<file path="src/rtl/tank_pkg.sv">
`default_nettype none
// ============================================================================
// Package : tank_pkg
// Brief   : Maze geometry, ROM addressing and writer FSM encoding for tank game.
// Rev     : 1.0  initial release
// ============================================================================
package tank_pkg;

    localparam int MAZE_WORDS = 600;
    localparam int NUM_MAZES  = 4;
    localparam int ROM_AW     = 12;

    typedef enum logic [1:0] {
        ST_IDLE   = 2'd0,
        ST_FETCH  = 2'd1,
        ST_WRITE  = 2'd2,
        ST_FINISH = 2'd3
    } wr_state_t;

    // Maze image: every word is unique, so a wrong maze or word order is visible.
    function automatic logic [31:0] maze_rom_word(input logic [ROM_AW-1:0] addr);
        return {4'hA, addr, 4'h5, ~addr};
    endfunction

endpackage
`default_nettype wire

</file>
<file path="src/rtl/maze_rom.sv">
`default_nettype none
// ============================================================================
// Module : maze_rom
// Brief  : Maze image ROM, synchronous read with one cycle of latency.
// Rev    : 1.0  initial release
// ============================================================================
module maze_rom
    import tank_pkg::*;
#(
    parameter int DEPTH = MAZE_WORDS * NUM_MAZES
) (
    input  logic              i_clk,
    input  logic              i_rst_n,
    input  logic              i_en,
    input  logic [ROM_AW-1:0] i_addr,
    output logic [31:0]       o_data
);

    // Output only updates when enabled, so it doubles as the held write-data register.
    always_ff @(posedge i_clk or negedge i_rst_n) begin
        if (!i_rst_n) begin
            o_data <= '0;
        end else if (i_en) begin
            o_data <= (int'(i_addr) < DEPTH) ? maze_rom_word(i_addr) : 32'h0;
        end
    end

endmodule
`default_nettype wire

</file>
<file path="src/rtl/maze_writer_avl.sv">
`default_nettype none
// ============================================================================
// Module : maze_writer_avl
// Brief  : Copies one ROM maze into the VGA text slave over Avalon-MM writes.
// Rev    : 1.0  initial release
// ============================================================================
module maze_writer_avl #(
    parameter int MAZE_WORDS = tank_pkg::MAZE_WORDS,
    parameter int NUM_MAZES  = tank_pkg::NUM_MAZES
) (
    input  logic        CLK,
    input  logic        RESET,
    input  logic        start,
    input  logic [1:0]  maze_sel,
    input  logic        AVL_WAITREQUEST,
    output logic        AVL_WRITE,
    output logic        AVL_CS,
    output logic [3:0]  AVL_BYTE_EN,
    output logic [9:0]  AVL_ADDR,
    output logic [31:0] AVL_WRITEDATA,
    output logic        busy,
    output logic        maze_ready,
    output logic        done
);
    import tank_pkg::*;

    localparam logic [9:0] C_LAST_INDEX = 10'(MAZE_WORDS - 1);

    wr_state_t         r_state;
    wr_state_t         w_state_nxt;
    logic [1:0]        r_rst_sync;
    logic              w_rst_n;
    logic [9:0]        r_index;
    logic [1:0]        r_sel;
    logic              r_maze_ready;
    logic              w_accept;
    logic              w_last;
    logic [ROM_AW-1:0] w_rom_addr;

    // Assert immediately, release only after two clean clock edges.
    always_ff @(posedge CLK or negedge RESET) begin
        if (!RESET) begin
            r_rst_sync <= 2'b00;
        end else begin
            r_rst_sync <= {r_rst_sync[0], 1'b1};
        end
    end
    assign w_rst_n = r_rst_sync[1];

    assign w_accept   = (r_state == ST_WRITE) && !AVL_WAITREQUEST;
    assign w_last     = (r_index == C_LAST_INDEX);
    assign w_rom_addr = ROM_AW'(r_sel) * ROM_AW'(MAZE_WORDS) + ROM_AW'(r_index);

    always_ff @(posedge CLK or negedge w_rst_n) begin
        if (!w_rst_n) begin
            r_state      <= ST_IDLE;
            r_index      <= '0;
            r_sel        <= '0;
            r_maze_ready <= 1'b0;
        end else begin
            r_state <= w_state_nxt;
            if (r_state == ST_IDLE && start) begin
                r_sel        <= (int'(maze_sel) < NUM_MAZES) ? maze_sel : 2'd0;
                r_index      <= '0;
                r_maze_ready <= 1'b0;
            end else if (w_accept && !w_last) begin
                r_index <= r_index + 10'd1;
            end
            if (r_state == ST_FINISH) begin
                r_maze_ready <= 1'b1;
            end
        end
    end

    always_comb begin
        w_state_nxt = r_state;
        AVL_WRITE   = 1'b0;
        busy        = 1'b0;
        done        = 1'b0;
        case (r_state)
            ST_IDLE: begin
                if (start) w_state_nxt = ST_FETCH;
            end
            ST_FETCH: begin
                busy        = 1'b1;
                w_state_nxt = ST_WRITE;
            end
            ST_WRITE: begin
                busy      = 1'b1;
                AVL_WRITE = 1'b1;
                if (w_accept) w_state_nxt = w_last ? ST_FINISH : ST_FETCH;
            end
            ST_FINISH: begin
                done        = 1'b1;
                w_state_nxt = ST_IDLE;
            end
            default: w_state_nxt = ST_IDLE;
        endcase
    end

    assign AVL_CS      = AVL_WRITE;
    assign AVL_BYTE_EN = AVL_WRITE ? 4'hF : 4'h0;
    assign AVL_ADDR    = r_index;
    assign maze_ready  = r_maze_ready;

    maze_rom #(
        .DEPTH(MAZE_WORDS * NUM_MAZES)
    ) u_maze_rom (
        .i_clk  (CLK),
        .i_rst_n(w_rst_n),
        .i_en   (r_state == ST_FETCH),
        .i_addr (w_rom_addr),
        .o_data (AVL_WRITEDATA)
    );

endmodule
`default_nettype wire
</file>
<file path="config.mk">
export PLATFORM = sky130hd
export DESIGN_NAME = maze_writer_avl
export DESIGN_NICKNAME = d
export VERILOG_FILES = /design/src/rtl/tank_pkg.sv /design/src/rtl/maze_rom.sv /design/src/rtl/maze_writer_avl.sv
export SDC_FILE = /design/constraint.sdc
export NUM_CORES = 1
export LEC_CHECK = 0
export BUFFER_PORTS_ARGS = -buffer_cell sky130_fd_sc_hd__buf_2
export CORE_ASPECT_RATIO = 0.5
export CORE_MARGIN = 4
export CORE_UTILIZATION = 55
export CTS_CLUSTER_SIZE = 8
export DETAILED_ROUTE_END_ITERATION = 10
export PLACE_DENSITY_LB_ADDON = 0.25
export SLEW_MARGIN = 15
export SYNTH_ARGS = -nofsm -noshare
export SYNTH_HDL_FRONTEND = slang
export SYNTH_SLANG_ARGS = --single-unit
</file>
<file path="constraint.sdc">
create_clock -name CLK -period 3 [get_ports CLK]
set_input_delay 0.75 -clock CLK [delete_from_list [all_inputs] [get_ports CLK]]
set_output_delay 0.75 -clock CLK [all_outputs]
set_load 0.03 [all_outputs]
</file>
==> impl_metrics.csv <==
group,metric,value,unit
sta,setup_viol,0,
global_routing,grt_pass1_vias,1820,
synth,netlist_area,2429,sq um
sta,fin_crit,2.878,ns
global_routing,antenna_found_initial,0,
place,io_buffer_count,52,
synth,synth-simple-area-share,14.37,%
status,status,"complete, no violations",
floorplanning,die_area,5607,sq um
synth,yosysSeqAreaShare,43.28,%
critical_path,start_kind,"flip-flop",
route,drtIter0Drc,68,
synth,ys_top_cells_by_area,"dfrtp_1, ha_1, o2bb2ai_2",
global_routing,grt_use_met2,33.44,%
synth,yosys.area.top_type,"dfrtp_1",
job,maxCapViolations,0,
place,gp_congestion,0.8380,
global_routing,gr-usage-met3,3.880,%
synth,synth_top_family_by_area,"compound AO/OA/AOI/OAI gates",
hold_path,hold_path.class,"primary input to asynchronous set/reset pin",
cells_and_area,final_cell_area,2849,sq um
critical_path,worst-endpoint-arrival,3.07,ns
sta,hold_slack,0.2330,ns
route,totalWireLength,5199,um
sta,slew_violations,0,
cts,tritoncts,"built",
global_routing,use_met1,26.59,%
synth,yosysMostFrequentCell,"dfrtp_1",
power_and_ir_drop,switching_share,47.69,%
route,drcViolationCount,0,
sta,skew,0.008556,ns
global_routing,grt_pass1_wl,8514,um
synth,synth_compound_area_share,20.04,%
floorplanning,io_pins,57,
power_and_ir_drop,p_comb_share,55.5,%
place,dp.final_hpwl,3792,um
critical_path,endpoint_kind,"flip-flop",
synth,synth_top_cells_by_count,"dfrtp_1, nand2_1, ha_1, nor2_1, buf_4",
floorplanning,die_w,102.0,um
synth,synthFlopType,"dfrtp_1",
floorplanning,initial_utilization,59.76,%
synth,synthMuxAreaShare,0.4122,%
cells_and_area,final_cells,342,
synth,ys_seq_elements,42,
synth,synth.top_cell.area_share,43.28,%
power_and_ir_drop,finalPower,3.024,mW
floorplanning,die_y,54.99,um
cts,max-clock-path-buffers,2,
synth,yosys_warnings,0,
synth,synth_edf_count,0,
cells_and_area,drive_gt1_share,31.60,%
sta,max_freq,347.4,MHz
power_and_ir_drop,intPower,1.582,mW
cts,clock_latency,0.29,ns
power_and_ir_drop,irDropWorstVdd,0.6524,mV
place,place_inst,333,
sta,hold_viol,0,
global_routing,globalRouteTotalUtil,19.76,%
power_and_ir_drop,p_leak,1.422,nW
route,ant_nets,0,
floorplanning,core,4064,sq um
place,placed_area,2721,sq um
cts,cts_max_level,2,
route,vias_per_cell,5.500,
power_and_ir_drop,seqPwrFrac,29.7,%
critical_path,critPathKind,"flip-flop to flip-flop",
floorplanning,row_count,16,
cts,cts_made_buffers,5,
global_routing,overflow,0,
route,vias,1881,
global_routing,gr-max-usage-layer,"met2",
sta,post-route-period-util,95.95,%
cts,cts.sinks,42,
cts,clk_transition_reported_paths,0.08,ns
power_and_ir_drop,p_switching,1.442,mW
critical_path,cp.required,3.19,ns
global_routing,grt_max_degree,41,
cells_and_area,diodes,0,
cells_and_area,fillers,320,
power_and_ir_drop,powerDensity,1062,nW/um^2
synth,synth_xor_area_share,4.997,%
synth,synth-adder-area-share,9.583,%
sta,worstMarginPinSlew,0.5639,ns
route,dr.pass1.iters,4,
cts,cts_root_buffer,"clkbuf_8",
cells_and_area,syn2layout_area_growth,17.31,%
critical_path,path_max_fanout,18,
synth,synthArstFlopShare,100.0,%
power_and_ir_drop,power_frac_clock,14.8,%
route,wl_per_cell,15.20,um
sta,relSlewSlack,61.88,%
synth,synth_cell_types,46,
synth,synth_area_per_cell,10.42,sq um
cells_and_area,finalNetCount,312,
synth,netlist_instances,233,
[power groups by stage]
stage	Clock, mW	Combinational [mW]	Sequential (mW)
global route	0.483	1.82	0.927
floorplan	0	0.954	1.23
global placement	0	1.63	0.897
finish	0.449	1.68	0.899
CTS	0.458	1.68	0.899
detailed placement	0	1.67	0.907
[sequential cells by signal, indices dropped and copies added (netlist names)]
signal and count:
u_maze_rom.o_data 25, AVL_ADDR 10, r_state 2, maze_ready 1
r_rst_sync 2, r_sel 2
[cell usage in the layout (no fill, tap or decap), drive strengths merged, types with 2 or more instances in the layout]
cell type  instances
buf               65
dfrtp             42
nand2             31
ha                17
nor2              16
o2bb2ai           11
inv               10
a21oi             10
o31ai              9
o21ai              9
xor2               9
nand3              7
clkbuf             6
conb               5
xnor2              4
nand2b             3
a21o               3
and2               3
nor3b              3
a31oi              3
a211oi             2
and4               2
and3               2
[layer usage]
| metal | routed length [um] | vias to the layer above |
|---|---|---|
| met5 | 0 | - |
| met4 | 27 | 0 |
| met3 | 287 | 2 |
| met2 | 2368 | 53 |
| met1 | 2516 | 928 |
| li1 | - | 898 |
[layout make-up]
cell class	count	area, sq um	share of cell area [%]
clock buffer	6	82.58	2.899
clock inverter	1	30.03	1.054
multi-input combinational	163	1219	42.78
sequential	42	1051	36.89
tap	54	67.56	2.372
timing repair buffer	65	357.8	12.56
inverter	11	41.29	1.449
[critical path: stages (launching register included)]
cell and delay (ns):
dfrtp_1 0.35, inv_1 0.06, ha_1 0.33, fa_1 0.42, nand2b_1 0.18, a21oi_2 0.20, xor2_1 0.15, o41ai_4 0.49
a31oi_4 0.13, buf_4 0.23, o31ai_1 0.25
[path summary, 6_finish.rpt]
check	start	cells after the start	slack (ns)	to
min	RESET	1	0.23	r_rst_sync[1]
min reg2reg	r_rst_sync[1]	1	0.30	AVL_ADDR[6]
max reg2reg	r_sel[0]	10	0.12	u_maze_rom.o_data[21]
max	r_sel[0]	10	0.12	u_maze_rom.o_data[21]
max in group asynchronous	r_rst_sync[1]	1	2.36	u_maze_rom.o_data[21]
min in group CLK	r_rst_sync[0]	0	0.36	r_rst_sync[1]
[per-stage QoR]
step / setup slack, ns / util (%) / setup TNS (ns)
global placement: 0.2886 / 66.96 / 0
floorplan: 0.2002 / - / 0
CTS: 0.1426 / 69.74 / 0
finish: 0.1216 / 70.10 / 0
detailed placement: 0.1700 / 66.96 / 0
global route: -0.009592 / 70.10 / -0.009592
[cells by family (layout without fill, tap and decap cells)]
family / Yosys count / after routing
AND/OR/NAND/NOR: 73 / 73
AO/OA/AOI/OAI: 53 / 53
flip-flops: 42 / 42
buffers and inverters: 31 / 83
adder cells (fa/ha/maj): 18 / 18
XOR/XNOR: 13 / 13
other: 2 / 5
multiplexers: 1 / 1
[what timing repair did]
| action | 4_1_cts | 5_1_grt |
|---|---|---|
| gates resized for setup | 0 | 0 |
| setup endpoints to repair | 0 | 2 |
| setup buffers | 0 | 2 |
| hold buffers | 0 | 0 |
No activity file was read; power rests on OpenSTA's default activity.
